===== src/rtl/muldiv_pkg.sv =====
// Shared constants for the iterative multiply/divide unit: op encodings,
// FSM state codes and the default word length.
package muldiv_pkg;

  localparam int MD_WL = 32;

  localparam logic [1:0] MD_MULT  = 2'b00;
  localparam logic [1:0] MD_MULTU = 2'b01;
  localparam logic [1:0] MD_DIV   = 2'b10;
  localparam logic [1:0] MD_DIVU  = 2'b11;

  typedef logic [1:0] md_state_t;

  localparam md_state_t ST_IDLE  = 2'd0;
  localparam md_state_t ST_CALC  = 2'd1;
  localparam md_state_t ST_FIXUP = 2'd2;
  localparam md_state_t ST_DONE  = 2'd3;

endpackage


===== src/rtl/muldiv_if.sv =====
// Request/result bundle between the control unit (master) and the
// multiply/divide unit (slave).
interface muldiv_if
  import muldiv_pkg::*;
#(
  parameter int WL = MD_WL
) ();

  logic          start;
  logic [1:0]    op;
  logic [WL-1:0] a;
  logic [WL-1:0] b;
  logic          busy;
  logic          done;
  logic [WL-1:0] hi;
  logic [WL-1:0] lo;
  logic          div_by_zero;

  modport master (
    output start, op, a, b,
    input  busy, done, hi, lo, div_by_zero
  );

  modport slave (
    input  start, op, a, b,
    output busy, done, hi, lo, div_by_zero
  );

endinterface


===== src/rtl/muldiv_addsub.sv =====
// Combinational add/subtract with carry (add) or borrow (subtract) out,
// shared by the shift-add multiply and restoring divide iterations.
module muldiv_addsub #(
  parameter int W = 33
) (
  input  logic [W-1:0] x_i,
  input  logic [W-1:0] y_i,
  input  logic         sub_i,
  output logic [W-1:0] res_o,
  output logic         cout_o
);

  logic [W:0] sum_s;

  // Single adder; cout_o is the borrow when subtracting.
  always_comb begin
    if (sub_i) begin
      sum_s = {1'b0, x_i} - {1'b0, y_i};
    end else begin
      sum_s = {1'b0, x_i} + {1'b0, y_i};
    end
  end

  assign {cout_o, res_o} = sum_s;

endmodule


===== src/rtl/muldiv_unit.sv =====
// Iterative radix-2 MULT/MULTU/DIV/DIVU unit with HI/LO result registers
// and a start/busy/done handshake.
module muldiv_unit
  import muldiv_pkg::*;
#(
  parameter int WL = MD_WL
) (
  input  logic     clk,
  input  logic     rst,
  muldiv_if.slave  bus
);

  localparam int CW = $clog2(WL);

  md_state_t       state_q, state_d;
  logic [CW-1:0]   cnt_q, cnt_d;
  logic [WL:0]     hacc_q, hacc_d;
  logic [WL-1:0]   lacc_q, lacc_d;
  logic [WL-1:0]   mcand_q, mcand_d;
  logic [1:0]      op_q, op_d;
  logic            neg_q, neg_d, rneg_q, rneg_d;
  logic            zdiv_q, zdiv_d, hold_q, hold_d;
  logic            busy_q, busy_d, done_q, done_d, dbz_q, dbz_d;
  logic [WL-1:0]   hi_q, hi_d, lo_q, lo_d;

  logic            is_div_s, a_neg_s, b_neg_s, zero_b_s;
  logic [WL-1:0]   a_mag_s, b_mag_s;
  logic [WL:0]     as_x_s, as_y_s, as_res_s;
  logic            as_sub_s, as_cout_s;
  logic [2*WL-1:0] prod_s;
  logic [WL-1:0]   quo_s, rem_s;

  assign is_div_s = bus.op[1];
  assign a_neg_s  = ~bus.op[0] & bus.a[WL-1];
  assign b_neg_s  = ~bus.op[0] & bus.b[WL-1];
  assign a_mag_s  = a_neg_s ? -bus.a : bus.a;
  assign b_mag_s  = b_neg_s ? -bus.b : bus.b;
  assign zero_b_s = (bus.b == {WL{1'b0}});

  // Operand selection for the shared adder: subtract trial for divide, conditional add for multiply.
  always_comb begin
    if (op_q[1]) begin
      as_x_s   = {hacc_q[WL-1:0], lacc_q[WL-1]};
      as_y_s   = {1'b0, mcand_q};
      as_sub_s = 1'b1;
    end else begin
      as_x_s   = {1'b0, hacc_q[WL-1:0]};
      as_y_s   = lacc_q[0] ? {1'b0, mcand_q} : {(WL+1){1'b0}};
      as_sub_s = 1'b0;
    end
  end

  muldiv_addsub #(.W(WL+1)) u_addsub (
    .x_i    (as_x_s),
    .y_i    (as_y_s),
    .sub_i  (as_sub_s),
    .res_o  (as_res_s),
    .cout_o (as_cout_s)
  );

  assign prod_s = neg_q  ? -{hacc_q[WL-1:0], lacc_q} : {hacc_q[WL-1:0], lacc_q};
  assign quo_s  = neg_q  ? -lacc_q : lacc_q;
  assign rem_s  = rneg_q ? -hacc_q[WL-1:0] : hacc_q[WL-1:0];

  // FSM next state, iteration datapath and result writeback.
  always_comb begin
    state_d = state_q;
    cnt_d   = cnt_q;
    hacc_d  = hacc_q;
    lacc_d  = lacc_q;
    mcand_d = mcand_q;
    op_d    = op_q;
    neg_d   = neg_q;
    rneg_d  = rneg_q;
    zdiv_d  = zdiv_q;
    hold_d  = hold_q;
    busy_d  = busy_q;
    done_d  = 1'b0;
    dbz_d   = dbz_q;
    hi_d    = hi_q;
    lo_d    = lo_q;
    case (state_q)
      ST_IDLE, ST_DONE: begin
        if (bus.start) begin
          op_d    = bus.op;
          neg_d   = a_neg_s ^ b_neg_s;
          rneg_d  = a_neg_s;
          cnt_d   = CW'(WL-1);
          busy_d  = 1'b1;
          hacc_d  = {(WL+1){1'b0}};
          zdiv_d  = is_div_s & zero_b_s;
          hold_d  = is_div_s & zero_b_s;
          mcand_d = is_div_s ? b_mag_s : a_mag_s;
          if (is_div_s & zero_b_s) begin
            lacc_d  = bus.a;
            state_d = ST_FIXUP;
          end else begin
            lacc_d  = is_div_s ? a_mag_s : b_mag_s;
            state_d = ST_CALC;
          end
        end else begin
          state_d = ST_IDLE;
        end
      end
      ST_CALC: begin
        if (op_q[1]) begin
          hacc_d = as_cout_s ? as_x_s : as_res_s;
          lacc_d = {lacc_q[WL-2:0], ~as_cout_s};
        end else begin
          hacc_d = {1'b0, as_res_s[WL:1]};
          lacc_d = {as_res_s[0], lacc_q[WL-1:1]};
        end
        if (cnt_q == {CW{1'b0}}) begin
          state_d = ST_FIXUP;
        end else begin
          cnt_d = cnt_q - CW'(1);
        end
      end
      ST_FIXUP: begin
        // A zero divisor skips CALC but still spends one settle cycle here.
        if (hold_q) begin
          hold_d = 1'b0;
        end else begin
          state_d = ST_DONE;
          busy_d  = 1'b0;
          done_d  = 1'b1;
          if (zdiv_q) begin
            hi_d  = lacc_q;
            lo_d  = {WL{1'b1}};
            dbz_d = 1'b1;
          end else if (op_q[1]) begin
            hi_d  = rem_s;
            lo_d  = quo_s;
            dbz_d = 1'b0;
          end else begin
            hi_d  = prod_s[2*WL-1:WL];
            lo_d  = prod_s[WL-1:0];
            dbz_d = 1'b0;
          end
        end
      end
      default: begin
        state_d = ST_IDLE;
        busy_d  = 1'b0;
      end
    endcase
  end

  // State and output registers.
  always_ff @(posedge clk or posedge rst) begin
    if (rst) begin
      state_q <= ST_IDLE;
      cnt_q   <= {CW{1'b0}};
      hacc_q  <= {(WL+1){1'b0}};
      lacc_q  <= {WL{1'b0}};
      mcand_q <= {WL{1'b0}};
      op_q    <= 2'b00;
      neg_q   <= 1'b0;
      rneg_q  <= 1'b0;
      zdiv_q  <= 1'b0;
      hold_q  <= 1'b0;
      busy_q  <= 1'b0;
      done_q  <= 1'b0;
      dbz_q   <= 1'b0;
      hi_q    <= {WL{1'b0}};
      lo_q    <= {WL{1'b0}};
    end else begin
      state_q <= state_d;
      cnt_q   <= cnt_d;
      hacc_q  <= hacc_d;
      lacc_q  <= lacc_d;
      mcand_q <= mcand_d;
      op_q    <= op_d;
      neg_q   <= neg_d;
      rneg_q  <= rneg_d;
      zdiv_q  <= zdiv_d;
      hold_q  <= hold_d;
      busy_q  <= busy_d;
      done_q  <= done_d;
      dbz_q   <= dbz_d;
      hi_q    <= hi_d;
      lo_q    <= lo_d;
    end
  end

  assign bus.busy        = busy_q;
  assign bus.done        = done_q;
  assign bus.hi          = hi_q;
  assign bus.lo          = lo_q;
  assign bus.div_by_zero = dbz_q;

endmodule


===== src/flat_wrapper.sv =====
// flat-port wrapper written by rule: the top's interface ports become plain ports
module muldiv_unit_flat import muldiv_pkg::*;
#(
  parameter int WL = MD_WL
)
  (clk, rst, bus_start, bus_op, bus_a, bus_b, bus_busy, bus_done, bus_hi, bus_lo, bus_div_by_zero);
  muldiv_if #(.WL(WL)) bus_i ();
  input  logic clk;
  input  logic rst;
  input wire logic [$bits(bus_i.start)-1:0] bus_start;
  input wire logic [$bits(bus_i.op)-1:0] bus_op;
  input wire logic [$bits(bus_i.a)-1:0] bus_a;
  input wire logic [$bits(bus_i.b)-1:0] bus_b;
  output wire logic [$bits(bus_i.busy)-1:0] bus_busy;
  output wire logic [$bits(bus_i.done)-1:0] bus_done;
  output wire logic [$bits(bus_i.hi)-1:0] bus_hi;
  output wire logic [$bits(bus_i.lo)-1:0] bus_lo;
  output wire logic [$bits(bus_i.div_by_zero)-1:0] bus_div_by_zero;
  assign bus_i.start = bus_start;
  assign bus_i.op = bus_op;
  assign bus_i.a = bus_a;
  assign bus_i.b = bus_b;
  assign bus_busy = bus_i.busy;
  assign bus_done = bus_i.done;
  assign bus_hi = bus_i.hi;
  assign bus_lo = bus_i.lo;
  assign bus_div_by_zero = bus_i.div_by_zero;
  muldiv_unit #(.WL(WL)) u_core (.clk(clk), .rst(rst), .bus(bus_i));
endmodule

===== config.mk =====
export PLATFORM = sky130hd
export DESIGN_NAME = muldiv_unit_flat
export DESIGN_NICKNAME = d
export VERILOG_FILES = /design/src/rtl/muldiv_pkg.sv /design/src/rtl/muldiv_if.sv /design/src/rtl/muldiv_addsub.sv /design/src/rtl/muldiv_unit.sv /design/src/flat_wrapper.sv
export SDC_FILE = /design/constraint.sdc
export NUM_CORES = 1
export LEC_CHECK = 0
export ABC_CLOCK_PERIOD_IN_PS = 8500
export BUFFER_PORTS_ARGS = -buffer_cell sky130_fd_sc_hd__buf_2
export CAP_MARGIN = 0
export CORE_ASPECT_RATIO = 1.5
export CORE_MARGIN = 10
export CORE_UTILIZATION = 67
export DETAILED_ROUTE_END_ITERATION = 16
export PLACE_DENSITY = 0.88
export SYNTH_ARGS = -nofsm -noshare
export SYNTH_HDL_FRONTEND = slang
export SYNTH_SLANG_ARGS = --single-unit

===== constraint.sdc =====
create_clock -name clk -period 8.5 [get_ports clk]
set_input_delay 0.85 -clock clk [delete_from_list [all_inputs] [get_ports clk]]
set_output_delay 0.85 -clock clk [all_outputs]
set_load 0.03 [all_outputs]

==> results.cfg, run 1 <==
[detailed_routing]
drtPass1Iterations = 6
wirelength_mm = 52.9
vias = 16073
top_layer_used = met4
remaining_drc_errors = 0
drt_iter0_drc = 1984
ant_nets = 0
wl_per_cell_um = 23.1
wl_met2_mm = 25.1
m1WireLength_mm = 19.3
viasPerCell = 7.03
wl_met3_mm = 4.52

[placed_design]
placed_area_um2 = 16000
dp_slack_ns = 2.02
portBuffers = 135
gp_congestion = 1.05
place_hpwl_mm = 39.6
dp.cells = 2253

[synth]
synth_fp_nets = 2094
synth-edff-count = 0
synth-simple-area-share_pct = 19.8
synth_top_family_by_area = compound AO/OA/AOI/OAI gates
synth.area.mux_share_pct = 6.47
synth_compound_area_share_pct = 28.3
ys_ff_latch = 175
synthXorXnorAreaFrac_pct = 8.50
ys_async_sr_fraction_pct = 100
synth_cell_types = 92
syn_avg_cell_area_um2 = 7.79
seq_area_frac_synth_pct = 28.3
yosys.area_share.adder_pct = 3.45
ys.flop_type = dfrtp_1
syn_area_um2 = 15500
syn_inst = 1983
yosys_warnings = 0

[cells_and_area]
area_growth_pct = 7.24
seqCellArea_um2 = 4380
final_common_cell = a21oi_1
post-route-util_pct = 72.4
n_fill_cell = 1854
fin_cells = 2287
multi_input_area_um2 = 10300
postLayoutCellArea_um2 = 16600
nets = 2103
layout-drive-gt1-share_pct = 13.6
final_cell_mix = 207 x a21oi_1, 201 x nand2_1, 174 x dfrtp_1, 168 x o21ai_0, 166 x nor2_1

[worst_setup_path]
cp.arrival_ns = 7.10
critPathRequiredTime_ns = 8.84
reg2reg_to = u_core.hacc_q[16]
critPathMaxFanout = 27
r2r_cells = 19
cp-end-kind = flip-flop
reg2reg_from = u_core.lacc_q[0]
r2r_slack_ns = 1.74
start_kind = flip-flop
path_class = flip-flop to flip-flop

[timing]
hold_slack_ns = 0.466
drv_slew = 0
relSlewSlack_pct = 11.7
fin_crit_sh_pct = 79.6
rsz0062_at_grt = no
layout_setup_ws_ns = 1.74
period_minus_slack_ns = 6.76
hold_violations = 0
clock_skew_ns = 0.0154
fmax_mhz = 148
fin_setup_tns_ns = 0
setup_viol = 0
worstMarginPinSlew_ns = 1.32

[pwr]
powerDensity_nw_per_um2 = 493
static-leakage-power_nw = 7.03
design_power_total_mw = 8.17
peakVddDrop_mv = 0.362

[cts]
cts_tree = done
cts_sinks = 175
clk_pin_slew_ns = 0.07
post_cts_buffers = 0
htreeDepth = 4
clockBufferDepth = 2
cts_made_buffers = 17
clk_latency_ns = 0.46
ctsHoldBuffers = 0
cts_resized = 0
cts_root_buf = clkbuf_16

[run]
cap_violations = 0

[floorplanning]
start_util_pct = 67.5
die-area_um2 = 29700
die_h_um = 206
num_rows = 68
fp.dieW_um = 144
core_um2 = 22900
pin_count = 136

[global_route]
grt_pass1_vias = 15186
grt_usage_pct = 35.3
grt_max_degree = 109
gr-total-overflow = 0
antenna_found_initial = 1
grt_pass1_wl_mm = 82.5

[hold_path]
whs_endpoint = u_core.bus.lo[0]
hp-class = flip-flop to flip-flop
worstHoldStart = u_core.bus.lo[0]
hold_depth = 2

[status]
status = complete, no violations
==> cell type report <==
cell class | instances | share of cell area, %
Antenna cell | 2 | 0.0302
Clock buffer | 18 | 2.65
Clock inverter | 14 | 0.883
Inverter | 37 | 0.868
Multi-Input combinational cell | 1609 | 62.2
Sequential cell | 175 | 26.5
Tap cell | 280 | 2.11
Timing Repair Buffer | 152 | 4.85
==> worst max-delay path by stage <==
stage	start	end	slack, ns	depth (start not counted)
2_1_floorplan	rst	u_core.bus.busy	2.90	1
3_5_place_dp	u_core.lacc_q[0]	u_core.hacc_q[16]	2.02	19
4_1_cts	u_core.lacc_q[0]	u_core.hacc_q[16]	2.01	19
5_1_grt	u_core.mcand_q[2]	u_core.hacc_q[28]	1.37	17
6_report	u_core.lacc_q[0]	u_core.hacc_q[16]	1.74	19
3_3_place_gp	u_core.lacc_q[0]	u_core.hacc_q[16]	2.22	19
==> worst max-delay path: stages (launching register included) <==
cell      delay [ns]
dfrtp_1         0.38
inv_1           0.33
nand2_1         0.35
nand2_1         0.19
ha_1            0.32
nor2b_1         0.40
a21boi_2        0.42
nand2_1         0.18
or3b_2          0.51
a31oi_1         0.18
o21bai_1        0.08
ha_1            0.25
a21o_1          0.19
a31o_2          0.23
a221oi_1        0.49
a21o_1          0.21
o21a_1          0.80
nand2_1         0.61
a21bo_2         0.36
a22o_1          0.17
==> report_power, final <==
part | total [mW] | switching, mW | internal (mW) | leakage [nW]
combinational | 5.56 | 3.61 | 1.95 | 4.61
sequential | 1.83 | 0.612 | 1.21 | 2.14
clock | 0.779 | 0.380 | 0.399 | 0.282
total | 8.17 | 4.60 | 3.56 | 7.03
==> synth_stat cells (all sizes together), types with 10 or more instances <==
| master | number | area [um2] |
|---|---|---|
| a211oi | 32 | 255 |
| a21boi | 10 | 78.8 |
| a21o | 26 | 195 |
| a21oi | 208 | 1040 |
| a22o | 17 | 149 |
| a22oi | 12 | 90.1 |
| a31oi | 31 | 194 |
| and2 | 13 | 81.3 |
| and3 | 25 | 156 |
| buf | 33 | 168 |
| clkbuf | 129 | 485 |
| dfrtp | 175 | 4380 |
| ha | 41 | 513 |
| inv | 37 | 139 |
| mux2 | 39 | 439 |
| mux2i | 56 | 561 |
| nand2 | 202 | 758 |
| nand2b | 11 | 68.8 |
| nand3 | 43 | 215 |
| nand4 | 15 | 93.8 |
| nor2 | 167 | 627 |
| nor2b | 10 | 62.6 |
| nor3 | 58 | 300 |
| nor4 | 25 | 211 |
| o211ai | 20 | 150 |
| o21a | 15 | 113 |
| o21ai | 204 | 1020 |
| o22ai | 16 | 100 |
| o31ai | 22 | 165 |
| o41ai | 10 | 95.1 |
| or3 | 11 | 73.8 |
| or4 | 18 | 135 |
| xnor2 | 76 | 666 |
| xor2 | 74 | 648 |
==> registers in the layout, summed over array words and instances, names as in the netlist <==
signal / flops
u_core.mcand_q: 32
u_core.lacc_q: 32
u_core.bus.hi: 32
u_core.bus.lo: 32
u_core.bus.done: 1
u_core.neg_q: 1
u_core.zdiv_q: 1
u_core.bus.div_by_zero: 1
u_core.bus.busy: 1
u_core.hold_q: 1
u_core.cnt_q: 5
u_core.hacc_q: 32
u_core.op_q: 1
u_core.state_q: 2
u_core.rneg_q: 1
==> logic make-up (layout without fill, tap and decap cells) <==
family	Yosys count	in the layout
compound gates	699	699
xor+xnor	150	150
fa+ha+maj	42	42
buf+inv	199	221
flops	175	175
mux	95	95
other cells	0	2
simple gates	623	623
==> per-layer routing <==
layer	global-route usage [%]	vias to the layer above
met3	5.66	239
met5	0	-
met1	41.2	7568
met4	24.2	0
li1	-	7301
met2	58.1	965
(Power assumes the default switching activity.)
==> inputs of run 2 (changes only) <==
ABC_CLOCK_PERIOD_IN_PS = 5900   (was 8500)
CORE_UTILIZATION = 56   (was 67)
PLACE_DENSITY = 0.79   (was 0.88)
clock period = 5.9 ns   (was 8.5 ns; I/O delays follow)
==> run 2 against run 1 <==
Hold slack got worse by 0.25 ns. Register-to-register slack worse by 1.3 ns. Sequential cell count did not move. Maximum frequency up 25%. Largest cell class unchanged. Sequential share of layout area down 0.30 points. Routed wire length is 1.8% lower. Via count is 1.5% lower.
==> results.cfg, run 2 (same netlist as run 1, synthesis figures left out) <==
[cts]
ctsHoldBuffers = 0
htreeDepth = 4
clk_pin_slew_ns = 0.07
cts_sinks = 175
cts_tree = done
cts_root_buf = clkbuf_16
cts_made_buffers = 17
clockBufferDepth = 2
clk_latency_ns = 0.45

[worst_setup_path]
cp_slowest_cell = or3b_2
cp-end-kind = flip-flop
path_cells = inv_1 -> nand2_1 -> nand2_1 -> ha_1 -> nor2b_1 -> a21boi_2 -> nand2_1 -> or3b_2 -> a31oi_1 -> o21bai_1 -> ha_1 -> a21o_1 -> a31o_2 -> a221oi_2 -> a21o_1 -> o21a_1 -> nand2_2 -> o32ai_1 -> a221o_1
cp_num_buf_inv = 1
path_class = flip-flop to flip-flop
crit_family = compound AO/OA/AOI/OAI gates
cp_common_cell = nand2_1
slowest_delay_ns = 0.51
critPathRequiredTime_ns = 6.27
critPathMaxFanout = 15
start_kind = flip-flop
cp.arrival_ns = 5.79

[placed_design]
portBuffers = 135
place_hpwl_mm = 39.3
gp_congestion = 1.02
placed_area_um2 = 16100

[detailed_routing]
drt_iter0_drc = 1869
vias = 15830
wirelength_mm = 52.0
ant_nets = 0
remaining_drc_errors = 0
wl_per_cell_um = 22.0
viasPerCell = 6.72
drtPass1Iterations = 6

[timing]
setup_viol = 0
hold_slack_ns = 0.213
fmax_mhz = 185
period_minus_slack_ns = 5.42
fin_crit_sh_pct = 91.8
clock_skew_ns = 0.0164
hold_violations = 0
fin_setup_tns_ns = 0
drv_slew = 0
worstMarginPinSlew_ns = 1.21
rsz0062_at_grt = no
relSlewSlack_pct = 19.3

[floorplanning]
die_h_um = 223
start_util_pct = 56.8
pin_count = 136
fp.dieW_um = 156
core_um2 = 27200
num_rows = 74
die-area_um2 = 34800

[pwr]
powerDensity_nw_per_um2 = 704
static-leakage-power_nw = 7.09
peakVddDrop_mv = 0.469

[cells_and_area]
final_common_cell = a21oi_1
final_cell_mix = 207 x a21oi_1, 200 x nand2_1, 174 x dfrtp_1, 168 x o21ai_0, 166 x nor2_1
nets = 2112
n_fill_cell = 2434
postLayoutCellArea_um2 = 16800
area_growth_pct = 8.48
post-route-util_pct = 61.6
layout-drive-gt1-share_pct = 14.1

[global_route]
grt_usage_pct = 28.7
antenna_found_initial = 0
grt_pass1_wl_mm = 81.2
gr-total-overflow = 0
grt_pass1_vias = 14945
grt_max_degree = 164

[status]
status = complete, no violations

[run]
cap_violations = 0

[hold_path]
hp-class = input port to asynchronous set/reset pin
run 2: cell types whose count changed in the layout (fill, tap and decap cells not counted), moves of 2 or more:
| cell | change |
|---|---|
| clkbuf_1 | +2 |
| clkinv_8 | -2 |
| bufinv_16 | +2 |
| clkinvlp_4 | -2 |
| buf_4 | +8 |
| clkinv_4 | +2 |
run 2: worst paths after layout:
path,startpoint,endpoint,slack [ns],cells past startpoint
worst min-delay path,rst,u_core.bus.lo[15],0.21,2
max in group asynchronous,rst,u_core.hacc_q[7],4.40,3
worst min register to register,u_core.bus.lo[0],u_core.bus.lo[0],0.47,2
min in group clk,bus_op[0],u_core.neg_q,0.43,2
worst max-delay path,u_core.op_q[1],u_core.hacc_q[28],0.48,19
worst max register to register,u_core.op_q[1],u_core.hacc_q[28],0.48,19
run 2: where the power goes:
group	switching, mW	internal (mW)
clock	0.530	0.643
combinational	5.12	2.87
sequential	0.895	1.75
total	6.54	5.26
run 2: per-layer routing:
| metal | GRT usage, % | up-vias | part of all wire, % |
|---|---|---|---|
| met4 | 15.8 | 0 | 5.9 |
| met3 | 5.12 | 176 | 8.5 |
| met2 | 47.7 | 839 | 48 |
| met5 | 0 | - | 0 |
| met1 | 34.2 | 7522 | 37 |
| li1 | - | 7293 | - |
run 2: metrics by stage:
| step | instances | setup slack, ns | total power [mW] |
|---|---|---|---|
| 2_1_floorplan | 1983 | 0.565 | 8.12 |
| 3_3_place_gp | 2324 | 0.282 | 10.2 |
| 3_5_place_dp | 2324 | 0.111 | 10.4 |
| 4_1_cts | 2356 | 0.200 | 11.6 |
| 5_1_grt | 2356 | 0.0605 | 12.6 |
| 6_report | 2357 | 0.483 | 11.8 |
run 2: area by class of cell:
cell class | instances | area (um2) | area share [%]
inverter | 37 | 144 | 0.858
clock inverter | 13 | 169 | 1.01
multi-input combinational | 1609 | 10300 | 61.6
sequential | 175 | 4380 | 26.1
tap | 342 | 428 | 2.55
clock buffer | 19 | 433 | 2.58
antenna | 1 | 2.50 | 0.0149
timing repair buffer | 161 | 883 | 5.27
run 2: repair_timing:
item                       in CTS  in global routing
cloned                          0                  0
resized for setup               1                  3
setup endpoints to repair       1                 15
setup buffers                   0                  0
